`config.mk`:
```
export PLATFORM = sky130hd
export DESIGN_NAME = xc20xx_cfg_loader
export DESIGN_NICKNAME = d
export VERILOG_FILES = /design/src/rtl/xc20xx_cfg_loader.sv
export SDC_FILE = /design/constraint.sdc
export NUM_CORES = 1
export LEC_CHECK = 0
export ABC_AREA = 1
export CORE_ASPECT_RATIO = 0.8
export CORE_MARGIN = 2
export CORE_UTILIZATION = 46
export CTS_CLUSTER_SIZE = 25
export DETAILED_ROUTE_END_ITERATION = 10
export GPL_ROUTABILITY_DRIVEN = 0
export PLACE_DENSITY = 0.71
export SLEW_MARGIN = 5
export SYNTH_ARGS = -nofsm -noshare
export SYNTH_HDL_FRONTEND = slang
export SYNTH_SLANG_ARGS = --single-unit
```
`constraint.sdc`:
```
create_clock -name K -period 4.7 [get_ports K]
set_input_delay 0.94 -clock K [delete_from_list [all_inputs] [get_ports K]]
set_output_delay 0.94 -clock K [all_outputs]
set_load 0.01 [all_outputs]
```
`src/rtl/xc20xx_cfg_loader.sv`:
```
// Serial configuration bitstream loader: preamble lock, 24-bit length field, framed data with start/stop bits.
// Optional macro XC20XX_CFG_STOPCHK_EN makes every length/frame stop bit a checked 1 (a 0 traps in ERR).
module xc20xx_cfg_loader #(
    parameter int FRAME_BITS = 46,
    parameter int NUM_FRAMES = 160,
    parameter int FA_W       = 8
) (
    input  logic                  K,
    input  logic                  RST_N,
    input  logic                  DIN,
    input  logic                  DIN_VALID,
    output logic [FRAME_BITS-1:0] FRAME_DATA,
    output logic [FA_W-1:0]       FRAME_ADDR,
    output logic                  FRAME_VALID,
    output logic [23:0]           LEN_COUNT,
    output logic                  DONE,
    output logic                  ERROR,
    output logic [3:0]            STATE_DBG
);

    localparam int LEN_BITS = 24;
    localparam int CNT_MAX  = (FRAME_BITS > LEN_BITS) ? FRAME_BITS : LEN_BITS;
    localparam int CNT_W    = $clog2(CNT_MAX + 1);

    localparam logic [CNT_W-1:0] SYNC_LAST  = CNT_W'(2);
    localparam logic [CNT_W-1:0] LEN_LAST   = CNT_W'(LEN_BITS - 1);
    localparam logic [CNT_W-1:0] LSTOP_LAST = CNT_W'(3);
    localparam logic [CNT_W-1:0] DATA_LAST  = CNT_W'(FRAME_BITS - 1);
    localparam logic [CNT_W-1:0] FSTOP_LAST = CNT_W'(2);
    localparam logic [FA_W-1:0]  LAST_FA    = FA_W'(NUM_FRAMES - 1);
    localparam logic [3:0]       ONES_SAT   = 4'd8;

    localparam logic [3:0] S_IDLE   = 4'd0;
    localparam logic [3:0] S_SYNC   = 4'd1;
    localparam logic [3:0] S_LEN    = 4'd2;
    localparam logic [3:0] S_LSTOP  = 4'd3;
    localparam logic [3:0] S_FSTART = 4'd4;
    localparam logic [3:0] S_FDATA  = 4'd5;
    localparam logic [3:0] S_FSTOP  = 4'd6;
    localparam logic [3:0] S_DONE   = 4'd7;
    localparam logic [3:0] S_ERR    = 4'd8;

    logic [3:0]            state_q,     state_d;
    logic [3:0]            ones_q,      ones_d;
    logic [CNT_W-1:0]      bit_cnt_q,   bit_cnt_d;
    logic [FA_W-1:0]       frame_cnt_q, frame_cnt_d;
    logic [FRAME_BITS-1:0] shift_q,     shift_d;
    logic [23:0]           len_q,       len_d;
    logic [FRAME_BITS-1:0] fdata_q,     fdata_d;
    logic [FA_W-1:0]       faddr_q,     faddr_d;
    logic                  fvalid_q,    fvalid_d;
    logic                  done_q,      done_d;
    logic                  err_q,       err_d;
    logic                  stop_bad;
    logic                  sync_exp;

`ifdef XC20XX_CFG_STOPCHK_EN
    assign stop_bad = ~DIN;
`else
    assign stop_bad = 1'b0;
`endif

    // The three sync bits after the ones run are 0,1,0; only the middle one is a 1.
    assign sync_exp = (bit_cnt_q == CNT_W'(1));

    always_comb begin
        state_d     = state_q;
        ones_d      = ones_q;
        bit_cnt_d   = bit_cnt_q;
        frame_cnt_d = frame_cnt_q;
        shift_d     = shift_q;
        len_d       = len_q;
        fdata_d     = fdata_q;
        faddr_d     = faddr_q;
        fvalid_d    = 1'b0;
        done_d      = done_q;
        err_d       = err_q;

        if (DIN_VALID) begin
            case (state_q)
                S_IDLE: begin
                    if (DIN) begin
                        if (ones_q != ONES_SAT) begin
                            ones_d = ones_q + 4'd1;
                        end
                    end else if (ones_q == ONES_SAT) begin
                        state_d   = S_SYNC;
                        ones_d    = 4'd0;
                        bit_cnt_d = '0;
                    end else begin
                        ones_d = 4'd0;
                    end
                end

                S_SYNC: begin
                    if (DIN != sync_exp) begin
                        state_d   = S_IDLE;
                        ones_d    = 4'd0;
                        bit_cnt_d = '0;
                    end else if (bit_cnt_q == SYNC_LAST) begin
                        state_d   = S_LEN;
                        bit_cnt_d = '0;
                    end else begin
                        bit_cnt_d = bit_cnt_q + CNT_W'(1);
                    end
                end

                S_LEN: begin
                    len_d = {len_q[22:0], DIN};
                    if (bit_cnt_q == LEN_LAST) begin
                        state_d   = S_LSTOP;
                        bit_cnt_d = '0;
                    end else begin
                        bit_cnt_d = bit_cnt_q + CNT_W'(1);
                    end
                end

                S_LSTOP: begin
                    if (stop_bad) begin
                        state_d = S_ERR;
                        err_d   = 1'b1;
                    end else if (bit_cnt_q == LSTOP_LAST) begin
                        state_d   = S_FSTART;
                        bit_cnt_d = '0;
                    end else begin
                        bit_cnt_d = bit_cnt_q + CNT_W'(1);
                    end
                end

                S_FSTART: begin
                    if (DIN) begin
                        state_d = S_ERR;
                        err_d   = 1'b1;
                    end else begin
                        state_d   = S_FDATA;
                        bit_cnt_d = '0;
                    end
                end

                S_FDATA: begin
                    shift_d = {shift_q[FRAME_BITS-2:0], DIN};
                    if (bit_cnt_q == DATA_LAST) begin
                        state_d   = S_FSTOP;
                        bit_cnt_d = '0;
                    end else begin
                        bit_cnt_d = bit_cnt_q + CNT_W'(1);
                    end
                end

                S_FSTOP: begin
                    if (stop_bad) begin
                        state_d = S_ERR;
                        err_d   = 1'b1;
                    end else if (bit_cnt_q == FSTOP_LAST) begin
                        // Frame is published only once all stop bits are in, so a bad stop never pulses.
                        fdata_d   = shift_q;
                        faddr_d   = frame_cnt_q;
                        fvalid_d  = 1'b1;
                        bit_cnt_d = '0;
                        if (frame_cnt_q == LAST_FA) begin
                            state_d = S_DONE;
                            done_d  = 1'b1;
                        end else begin
                            state_d     = S_FSTART;
                            frame_cnt_d = frame_cnt_q + FA_W'(1);
                        end
                    end else begin
                        bit_cnt_d = bit_cnt_q + CNT_W'(1);
                    end
                end

                S_DONE, S_ERR: begin
                    state_d = state_q;
                end

                default: begin
                    state_d = S_IDLE;
                    ones_d  = 4'd0;
                end
            endcase
        end
    end

    always_ff @(posedge K or negedge RST_N) begin
        if (!RST_N) begin
            state_q     <= S_IDLE;
            ones_q      <= 4'd0;
            bit_cnt_q   <= '0;
            frame_cnt_q <= '0;
            shift_q     <= '0;
            len_q       <= '0;
            fdata_q     <= '0;
            faddr_q     <= '0;
            fvalid_q    <= 1'b0;
            done_q      <= 1'b0;
            err_q       <= 1'b0;
        end else begin
            state_q     <= state_d;
            ones_q      <= ones_d;
            bit_cnt_q   <= bit_cnt_d;
            frame_cnt_q <= frame_cnt_d;
            shift_q     <= shift_d;
            len_q       <= len_d;
            fdata_q     <= fdata_d;
            faddr_q     <= faddr_d;
            fvalid_q    <= fvalid_d;
            done_q      <= done_d;
            err_q       <= err_d;
        end
    end

    assign FRAME_DATA  = fdata_q;
    assign FRAME_ADDR  = faddr_q;
    assign FRAME_VALID = fvalid_q;
    assign LEN_COUNT   = len_q;
    assign DONE        = done_q;
    assign ERROR       = err_q;
    assign STATE_DBG   = state_q;

endmodule

```
==> impl_metrics.env, run 1 <==
export IMPL_leakage_nw=3.529
export IMPL_synth_area_leader_cell="dfrtp_1"
export IMPL_nets=750
export IMPL_cts_root_buffer="clkbuf_16"
export IMPL_clkTransAtPathRegs_ns=0.06
export IMPL_synth_yosys_seq_area_share_pct=60.36
export IMPL_rsz0062_at_grt="no"
export IMPL_ant_nets=0
export IMPL_drv_slew=0
export IMPL_vias=4511
export IMPL_max_slew_margin_pct=43.76
export IMPL_crit_path_end_kind="flip-flop"
export IMPL_tightestPinTransition_ns=0.8436
export IMPL_fin_crit_sh_pct=57.61
export IMPL_die_width_um=133.6
export IMPL_finalHoldViolations=0
export IMPL_grt_max_degree=96
export IMPL_grt_pass1_wl_um=20830
export IMPL_clk_path_buf_depth=2
export IMPL_synth_cells=654
export IMPL_ios=89
export IMPL_synth_edf_count=0
export IMPL_cts_inserted_buffers=17
export IMPL_avgRoutedWirePerCell_um=12.83
export IMPL_diodes=0
export IMPL_cp_required_ns=4.99
export IMPL_clock_fmax_mhz=369.3
export IMPL_synthesis_area_um2=6177
export IMPL_synthFlopType="dfrtp_1"
export IMPL_syn_avg_cell_area_um2=9.445
export IMPL_cts_hold_buf=0
export IMPL_cellPowerDensity_nw_per_um2=409.7
export IMPL_clk_latency_ns=0.41
export IMPL_power_w=0.003180
export IMPL_synth_area_leaders="dfrtp_1 (60%), nand2_1 (11%), o21ai_1 (4.9%)"
export IMPL_antenna_found_initial=0
export IMPL_first_global_vias=4489
export IMPL_ys_seq_elements=149
export IMPL_drtIter0Drc=559
export IMPL_finalCriticalPeriod_ns=2.708
export IMPL_port_buffers=88
export IMPL_yosys_warnings=0
export IMPL_reg2regPathDepth=7
export IMPL_peakVddDrop_mv=0.2556
export IMPL_htree_levels=4
export IMPL_grt_remaining_overflow=0
export IMPL_tns_ns=0
export IMPL_dieArea_um2=14380
export IMPL_hpwl_um=7925
export IMPL_cts_resized=0
export IMPL_skew_ns=0.009550
export IMPL_r2r_setup_slack_ns=2.47
export IMPL_critPathArrivalTime_ns=3.00
export IMPL_synth_nets=664
export IMPL_critical_path_class="primary input to flip-flop"
export IMPL_ys_async_sr_fraction_pct=100.0
export IMPL_yosysTopAreaCellShare_pct=60.36
export IMPL_drt_total_wl_um=11900
export IMPL_min_path_type="flip-flop to flip-flop"
export IMPL_hold_end="FRAME_DATA[45]$_DFFE_PN0P_"
export IMPL_post_cts_buffers=0
export IMPL_crit_fanout=83
export IMPL_die_h_um=107.7
export IMPL_drc=0
export IMPL_finalSetupViolCount=0
export IMPL_whs_path_depth=2
export IMPL_avgViaCountPerCell=4.861
export IMPL_critPathLaunchType="primary input"
export IMPL_synth_common_cells="nand2_1 (181), dfrtp_1 (149), inv_1 (77)"
export IMPL_r2r_start="STATE_DBG[3]$_DFFE_PN0P_"
export IMPL_drive_gt1_share_pct=9.960
export IMPL_hp_start="shift_q[45]$_DFFE_PN0P_"
export IMPL_timing_rr_end="frame_cnt_q[3]$_DFFE_PN0P_"
export IMPL_initial_utilization_pct=47.48
export IMPL_status="complete, no violations"
export IMPL_cpMaxStageDelayCell="clkdlybuf4s50_1"
export IMPL_firstDrtPassIters=5
export IMPL_cp_cell_sequence="clkdlybuf4s50_1, inv_1, nor2_2, nand2_4, nor2_4, nand2_1, xor2_1"
export IMPL_max_cap_violations=0
export IMPL_cts_sinks=149
export IMPL_slowest_delay_ns=0.61
export IMPL_area_delta_synth_final_pct=25.66
export IMPL_core_um2=13010
export IMPL_synth_cell_types=29
export IMPL_cts_tree="done"
export IMPL_rows=37
export IMPL_synth_most_common_cell="nand2_1"
export IMPL_global_route_usage_total_pct=18.12
per-layer routing:
layer | part of all wire [%] | track usage, % | vias to the layer above | wire, um
li1 | - | - | 2263 | -
met1 | 47 | 24.37 | 2132 | 5581
met2 | 48 | 28.90 | 108 | 5744
met3 | 4.0 | 4.002 | 8 | 478
met4 | 0.84 | 7.143 | 0 | 100
met5 | 0 | 0 | - | 0
worst max-delay path: cells and delay by family:
| family | cells | cell delay (ns) |
|---|---|---|
| and+or+nand+nor | 4 | 1.13 |
| buffers and inverters | 2 | 0.73 |
| xor gates and xnor gates | 1 | 0.15 |
cell usage in the layout, fill, tap and decap left out, drive strengths merged, types with 10 or more instances in the layout:
cell / n
nand2: 182
clkdlybuf4s50: 87
o21ai: 111
nor2: 30
mux2: 21
xor2: 10
dfrtp: 149
clkbuf: 18
inv: 83
nand3: 22
worst max path at each step:
stage                   start                         end  slack, ns  cells past startpoint
global route        DIN_VALID  frame_cnt_q[6]$_DFFE_PN0P_       1.81                      7
CTS                 DIN_VALID  frame_cnt_q[3]$_DFFE_PN0P_       2.02                      7
detailed placement  DIN_VALID  frame_cnt_q[2]$_DFFE_PN0P_       1.59                      7
floorplan                 DIN    bit_cnt_q[0]$_DFFE_PN0P_       2.77                      9
finish              DIN_VALID  frame_cnt_q[3]$_DFFE_PN0P_       1.99                      7
global placement    DIN_VALID  frame_cnt_q[3]$_DFFE_PN0P_       1.67                      7
final cells by class:
cell class | count | area, um2
Tap cell | 175 | 219.0
Inverter | 79 | 296.5
Timing Repair Buffer | 92 | 912.1
Clock buffer | 18 | 439.2
Fill cell | 1112 | 5246
Sequential cell | 149 | 3729
Multi-Input combinational cell | 401 | 2042
Clock inverter | 14 | 125.1
cell families after synthesis:
logic type | synth area share (%)
fa+ha+maj | 1.215
xor+xnor | 1.560
flops | 60.36
mux | 3.828
simple gates | 16.87
buf+inv | 6.745
compound gates | 9.419
report_power, final:
part	total [W]	internal [W]	switching, W
Clock	0.00128	0.000746	0.000539
Sequential	0.00141	0.00134	0.0000622
Combinational	0.000490	0.000189	0.000301
registers in the layout, summed over array words and instances, names as in the netlist:
name and cells:
STATE_DBG 4, bit_cnt_q 6, frame_cnt_q 8, ERROR 1, ones_q 4, FRAME_ADDR 8
DONE 1, FRAME_VALID 1, shift_q 46, LEN_COUNT 24, FRAME_DATA 46
metrics by stage:
stage | area [um2] | utilization (%) | worst slack, ns | hold slack, ns | instances
after floorplan | 6177 | - | 2.772 | 0.4421 | 654
after global placement | 7198 | 55.33 | 1.675 | 0.4569 | 896
after detailed placement | 7198 | 55.33 | 1.587 | 0.4587 | 896
after CTS | 7762 | 59.67 | 2.019 | 0.4800 | 928
after global routing | 7762 | 59.67 | 1.806 | 0.4999 | 928
final | 7762 | 59.67 | 1.992 | 0.4753 | 928
No activity file was read; power rests on OpenSTA's default activity.
==> inputs of run 2 (changes only) <==
--- a/config.mk
+++ b/config.mk
@@ -12,7 +12,7 @@
 export CTS_CLUSTER_SIZE = 25
 export DETAILED_ROUTE_END_ITERATION = 10
 export GPL_ROUTABILITY_DRIVEN = 0
-export PLACE_DENSITY = 0.71
+export PLACE_DENSITY = 0.74
 export SLEW_MARGIN = 5
 export SYNTH_ARGS = -nofsm -noshare
 export SYNTH_HDL_FRONTEND = slang
==> constraint.sdc (replaced) <==
create_clock -name K -period 2.4 [get_ports K]
set_input_delay 0.48 -clock K [delete_from_list [all_inputs] [get_ports K]]
set_output_delay 0.48 -clock K [all_outputs]
set_load 0.01 [all_outputs]
==> impl_metrics.env, run 2 (synthesized netlist as in run 1, its figures left out) <==
export IMPL_grt_pass1_wl_um=20820
export IMPL_drc=0
export IMPL_cts_tree="done"
export IMPL_cts_inserted_buffers=17
export IMPL_critPathLaunchType="flip-flop"
export IMPL_tns_ns=0
export IMPL_finalSetupViolCount=0
export IMPL_core_um2=13010
export IMPL_port_buffers=88
export IMPL_drive_gt1_share_pct=9.801
export IMPL_vias=4551
export IMPL_layout_common_cells="nand2_1 (179), dfrtp_1 (149), clkdlybuf4s50_1 (87)"
export IMPL_hpwl_um=8141
export IMPL_avgViaCountPerCell=4.894
export IMPL_setup_slack_ns=0.4732
export IMPL_cellPowerDensity_nw_per_um2=804.3
export IMPL_multi_input_area_um2=2042
export IMPL_max_slew_margin_pct=63.13
export IMPL_fin_crit_sh_pct=80.28
export IMPL_clk_latency_ns=0.42
export IMPL_path_buf_inv=1
export IMPL_die_width_um=133.6
export IMPL_firstDrtPassIters=6
export IMPL_dp_slack_ns=0.2693
export IMPL_grt_max_degree=93
export IMPL_antenna_found_initial=0
export IMPL_final_fill_count=1063
export IMPL_die_h_um=107.7
export IMPL_nets=753
export IMPL_cts_hold_buf=1
export IMPL_post_cts_buffers=0
export IMPL_hold_slack_ns=0.4092
export IMPL_first_global_vias=4473
export IMPL_rsz0062_at_grt="no"
export IMPL_area_delta_synth_final_pct=27.24
export IMPL_tightestPinTransition_ns=0.5511
export IMPL_critical_path_class="flip-flop to output pin"
export IMPL_cpMaxStageDelayCell="clkdlybuf4s50_1"
export IMPL_r2r_setup_slack_ns=0.59
export IMPL_dpl_cell_area_um2=7263
export IMPL_finalCriticalPeriod_ns=1.927
export IMPL_timing_rr_end="LEN_COUNT[23]$_DFFE_PN0P_"
export IMPL_clock_fmax_mhz=519.0
export IMPL_avgRoutedWirePerCell_um=13.06
export IMPL_reg2regPathDepth=5
export IMPL_cp_cell_sequence="clkdlybuf4s50_1"
export IMPL_skew_ns=0.004681
export IMPL_crit_path_end_kind="output pin"
export IMPL_startpoint="STATE_DBG[0]$_DFFE_PN0P_"
export IMPL_final_common_cell="nand2_1"
export IMPL_critPathArrivalTime_ns=1.45
export IMPL_initial_utilization_pct=47.48
export IMPL_diodes=0
export IMPL_final_area_um2=7860
export IMPL_cts_sinks=149
export IMPL_ant_nets=0
export IMPL_ios=89
export IMPL_cts_resized=0
export IMPL_seq_area_um2=3729
export IMPL_power_w=0.006322
export IMPL_drv_slew=0
export IMPL_dieArea_um2=14380
export IMPL_rows=37
export IMPL_finalHoldViolations=0
export IMPL_htree_levels=4
export IMPL_cts_root_buffer="clkbuf_16"
export IMPL_grt_remaining_overflow=0
export IMPL_slowest_delay_ns=0.58
export IMPL_global_route_usage_total_pct=18.37
export IMPL_cp_required_ns=1.92
export IMPL_min_path_type="primary input to async pin"
export IMPL_clk_path_buf_depth=2
export IMPL_peakVddDrop_mv=0.5400
export IMPL_crit_fanout=7
export IMPL_crit_family="buffers and inverters"
export IMPL_drt_total_wl_um=12150
export IMPL_max_cap_violations=0
export IMPL_r2r_start="STATE_DBG[2]$_DFFE_PN0P_"
export IMPL_clkTransAtPathRegs_ns=0.06
export IMPL_status="complete, no violations"
export IMPL_drtIter0Drc=332
export IMPL_leakage_nw=3.576
## run 2: area by class of cell
class | count | share of cell area [%]
Timing Repair Buffer | 95 | 12.56
Clock inverter | 8 | 1.258
Inverter | 79 | 3.773
Multi-Input combinational cell | 401 | 25.98
Sequential cell | 149 | 47.44
Tap cell | 175 | 2.786
Clock buffer | 23 | 6.208
## run 2: per-stage QoR
stage	instances	util, %
final	930	60.42
after global routing	930	60.42
after CTS	930	60.42
after detailed placement	898	55.83
after global placement	898	55.83
after floorplan	654	-
## run 2: how the worst max path moves through the flow
stage	end	slack, ns	cells after the start
global placement	bit_cnt_q[4]$_DFFE_PN0P_	0.32	9
floorplan	LEN_COUNT[13]$_DFFE_PN0P_	0.86	6
detailed placement	bit_cnt_q[1]$_DFFE_PN0P_	0.27	9
global route	STATE_DBG[0]	0.41	1
CTS	STATE_DBG[0]	0.45	1
finish	STATE_DBG[0]	0.47	1
## run 2: per-layer routing
| metal | global-route usage (%) | vias to the layer above | wire length [um] | part of all wire [%] |
|---|---|---|---|---|
| met3 | 4.896 | 15 | 464 | 3.8 |
| met4 | 8.207 | 0 | 167 | 1.4 |
| met5 | 0 | - | 0 | 0 |
| met1 | 23.82 | 2188 | 5550 | 46 |
| met2 | 29.27 | 96 | 5967 | 49 |
| li1 | - | 2252 | - | - |
## run 2: power by group
group | leakage (nW) | switching, W | total (W) | internal [W]
combinational | 1.26 | 0.000588 | 0.000968 | 0.000380
clock | 0.285 | 0.000972 | 0.00260 | 0.00163
sequential | 2.03 | 0.000120 | 0.00275 | 0.00263
==> inputs of run 3 (changes only) <==
--- a/config.mk
+++ b/config.mk
@@ -12,7 +12,7 @@
 export CTS_CLUSTER_SIZE = 25
 export DETAILED_ROUTE_END_ITERATION = 10
 export GPL_ROUTABILITY_DRIVEN = 0
-export PLACE_DENSITY = 0.74
+export PLACE_DENSITY = 0.71
 export SLEW_MARGIN = 5
 export SYNTH_ARGS = -nofsm -noshare
 export SYNTH_HDL_FRONTEND = slang
==> constraint.sdc (replaced) <==
create_clock -name K -period 1.9 [get_ports K]
set_input_delay 0.38 -clock K [delete_from_list [all_inputs] [get_ports K]]
set_output_delay 0.38 -clock K [all_outputs]
set_load 0.01 [all_outputs]
==> impl_metrics.env, run 3 (synthesized netlist as in run 1, its figures left out) <==
export IMPL_critical_path_class="flip-flop to output pin"
export IMPL_tns_ns=0
export IMPL_clock_fmax_mhz=547.0
export IMPL_finalHoldViolations=0
export IMPL_skew_ns=0.01093
export IMPL_seq_area_um2=3730
export IMPL_leakage_nw=3.652
export IMPL_cellPowerDensity_nw_per_um2=1033
export IMPL_grt_max_degree=64
export IMPL_cts_root_buffer="clkbuf_16"
export IMPL_max_cap_violations=0
export IMPL_reg2regPathDepth=7
export IMPL_area_delta_synth_final_pct=29.59
export IMPL_cts_sinks=149
export IMPL_avgRoutedWirePerCell_um=13.15
export IMPL_finalCriticalPeriod_ns=1.828
export IMPL_layout_common_cells="nand2_1 (179), dfrtp_1 (148), clkdlybuf4s50_1 (87)"
export IMPL_peakVddDrop_mv=0.6020
export IMPL_fin_util_pct=61.54
export IMPL_dieArea_um2=14380
export IMPL_drive_gt1_share_pct=11.47
export IMPL_antenna_found_initial=0
export IMPL_core_um2=13010
export IMPL_cp_required_ns=1.52
export IMPL_global_route_usage_total_pct=18.66
export IMPL_nets=765
export IMPL_status="complete, no violations"
export IMPL_path_buf_inv=1
export IMPL_ant_nets=0
export IMPL_r2r_setup_slack_ns=0.16
export IMPL_rows=37
export IMPL_max_slew_margin_pct=59.71
export IMPL_clk_path_buf_depth=2
export IMPL_drt_total_wl_um=12390
export IMPL_clkTransAtPathRegs_ns=0.06
export IMPL_crit_family="buffers and inverters"
export IMPL_initial_utilization_pct=47.48
export IMPL_crit_fanout=6
export IMPL_final_common_cell="nand2_1"
export IMPL_ios=89
export IMPL_slowest_delay_ns=0.58
export IMPL_hold_end="DONE$_DFFE_PN0P_"
export IMPL_critPathArrivalTime_ns=1.45
export IMPL_tightestPinTransition_ns=0.6044
export IMPL_first_global_vias=4538
export IMPL_cts_inserted_buffers=17
export IMPL_whs_path_depth=1
export IMPL_drc=0
export IMPL_fin_crit_sh_pct=96.22
export IMPL_port_buffers=88
export IMPL_crit_path_end_kind="output pin"
export IMPL_clk_latency_ns=0.41
export IMPL_die_h_um=107.7
export IMPL_hp_start="DONE$_DFFE_PN0P_"
export IMPL_power_w=0.008270
export IMPL_htree_levels=4
export IMPL_grt_pass1_wl_um=21290
export IMPL_r2r_start="frame_cnt_q[0]$_DFFE_PN0P_"
export IMPL_rsz0062_at_grt="no"
export IMPL_die_width_um=133.6
export IMPL_timing_rr_end="STATE_DBG[0]$_DFFE_PN0P_"
export IMPL_layoutNonFillerInstCount=942
export IMPL_cp_cell_sequence="clkdlybuf4s50_1"
export IMPL_drtIter0Drc=338
export IMPL_grt_remaining_overflow=0
export IMPL_final_fill_count=1036
export IMPL_multi_input_area_um2=2044
export IMPL_hpwl_um=8344
export IMPL_drv_slew=0
export IMPL_avgViaCountPerCell=4.843
export IMPL_finalSetupViolCount=0
export IMPL_post_cts_buffers=0
export IMPL_cpMaxStageDelayCell="clkdlybuf4s50_1"
export IMPL_cts_tree="done"
export IMPL_dp_cells=910
export IMPL_min_path_type="flip-flop to flip-flop"
export IMPL_diodes=0
export IMPL_firstDrtPassIters=5
export IMPL_vias=4562
export IMPL_critPathLaunchType="flip-flop"
[run 3: cell count changes in the layout (fill, tap and decap cells not counted), moves of 2 or more]
cell	previous run	this run
buf_4	2	12
buf_12	4	6
clkbuf_8	4	0
bufinv_16	2	4
clkinv_4	1	3
[run 3: how the worst max path moves through the flow]
| stage | startpoint | endpoint | slack, ns | cells after the start |
|---|---|---|---|---|
| floorplan | STATE_DBG[2]$_DFFE_PN0P_ | LEN_COUNT[13]$_DFFE_PN0P_ | 0.36 | 6 |
| global placement | DIN_VALID | frame_cnt_q[6]$_DFFE_PN0P_ | 0.06 | 7 |
| detailed placement | DIN_VALID | frame_cnt_q[2]$_DFFE_PN0P_ | 0.002 | 7 |
| CTS | STATE_DBG[0]$_DFFE_PN0P_ | STATE_DBG[0] | 0.02 | 1 |
| global route | STATE_DBG[1]$_DFFE_PN0P_ | STATE_DBG[1] | 0.02 | 1 |
| finish | STATE_DBG[1]$_DFFE_PN0P_ | STATE_DBG[1] | 0.07 | 1 |
[run 3: report_power, final]
part           leakage (nW)  switching (W)  internal, W  total (W)
Sequential             2.03       0.000152      0.00333    0.00348
Combinational          1.33       0.000765     0.000522    0.00129
Clock                 0.293        0.00131      0.00220    0.00350
[run 3: metrics by stage]
stage	instance area [um2]	hold slack, ns	worst slack, ns
after floorplan	6177	0.08441	0.3597
after detailed placement	7378	0.4175	0.002052
final	8005	0.4829	0.07181
after CTS	8001	0.4878	0.02314
after global placement	7378	0.4072	0.05841
after global routing	8005	0.5026	0.02362
[run 3: repair_timing]
action                                  in CTS  in global routing
endpoints found under the setup margin       0                  2
hold buffers                                 1                  0
gates resized for setup                      0                  2
endpoints found under the hold margin       57                  0
[run 3: area by class of cell]
cell class	count	area share, %
clock buffers	19	5.408
clock inverters	12	2.251
inverters	79	3.704
multi-input cells	401	25.54
flip-flops and latches	149	46.59
well taps	175	2.735
repair buffers	107	13.77
[run 3: routing by layer]
layer | share of wire [%] | vias up | global-route usage (%)
met2 | 47 | 110 | 29.86
li1 | - | 2280 | -
met5 | 0 | - | 0
met3 | 4.0 | 16 | 4.379
met1 | 47 | 2156 | 24.77
met4 | 1.5 | 0 | 7.599
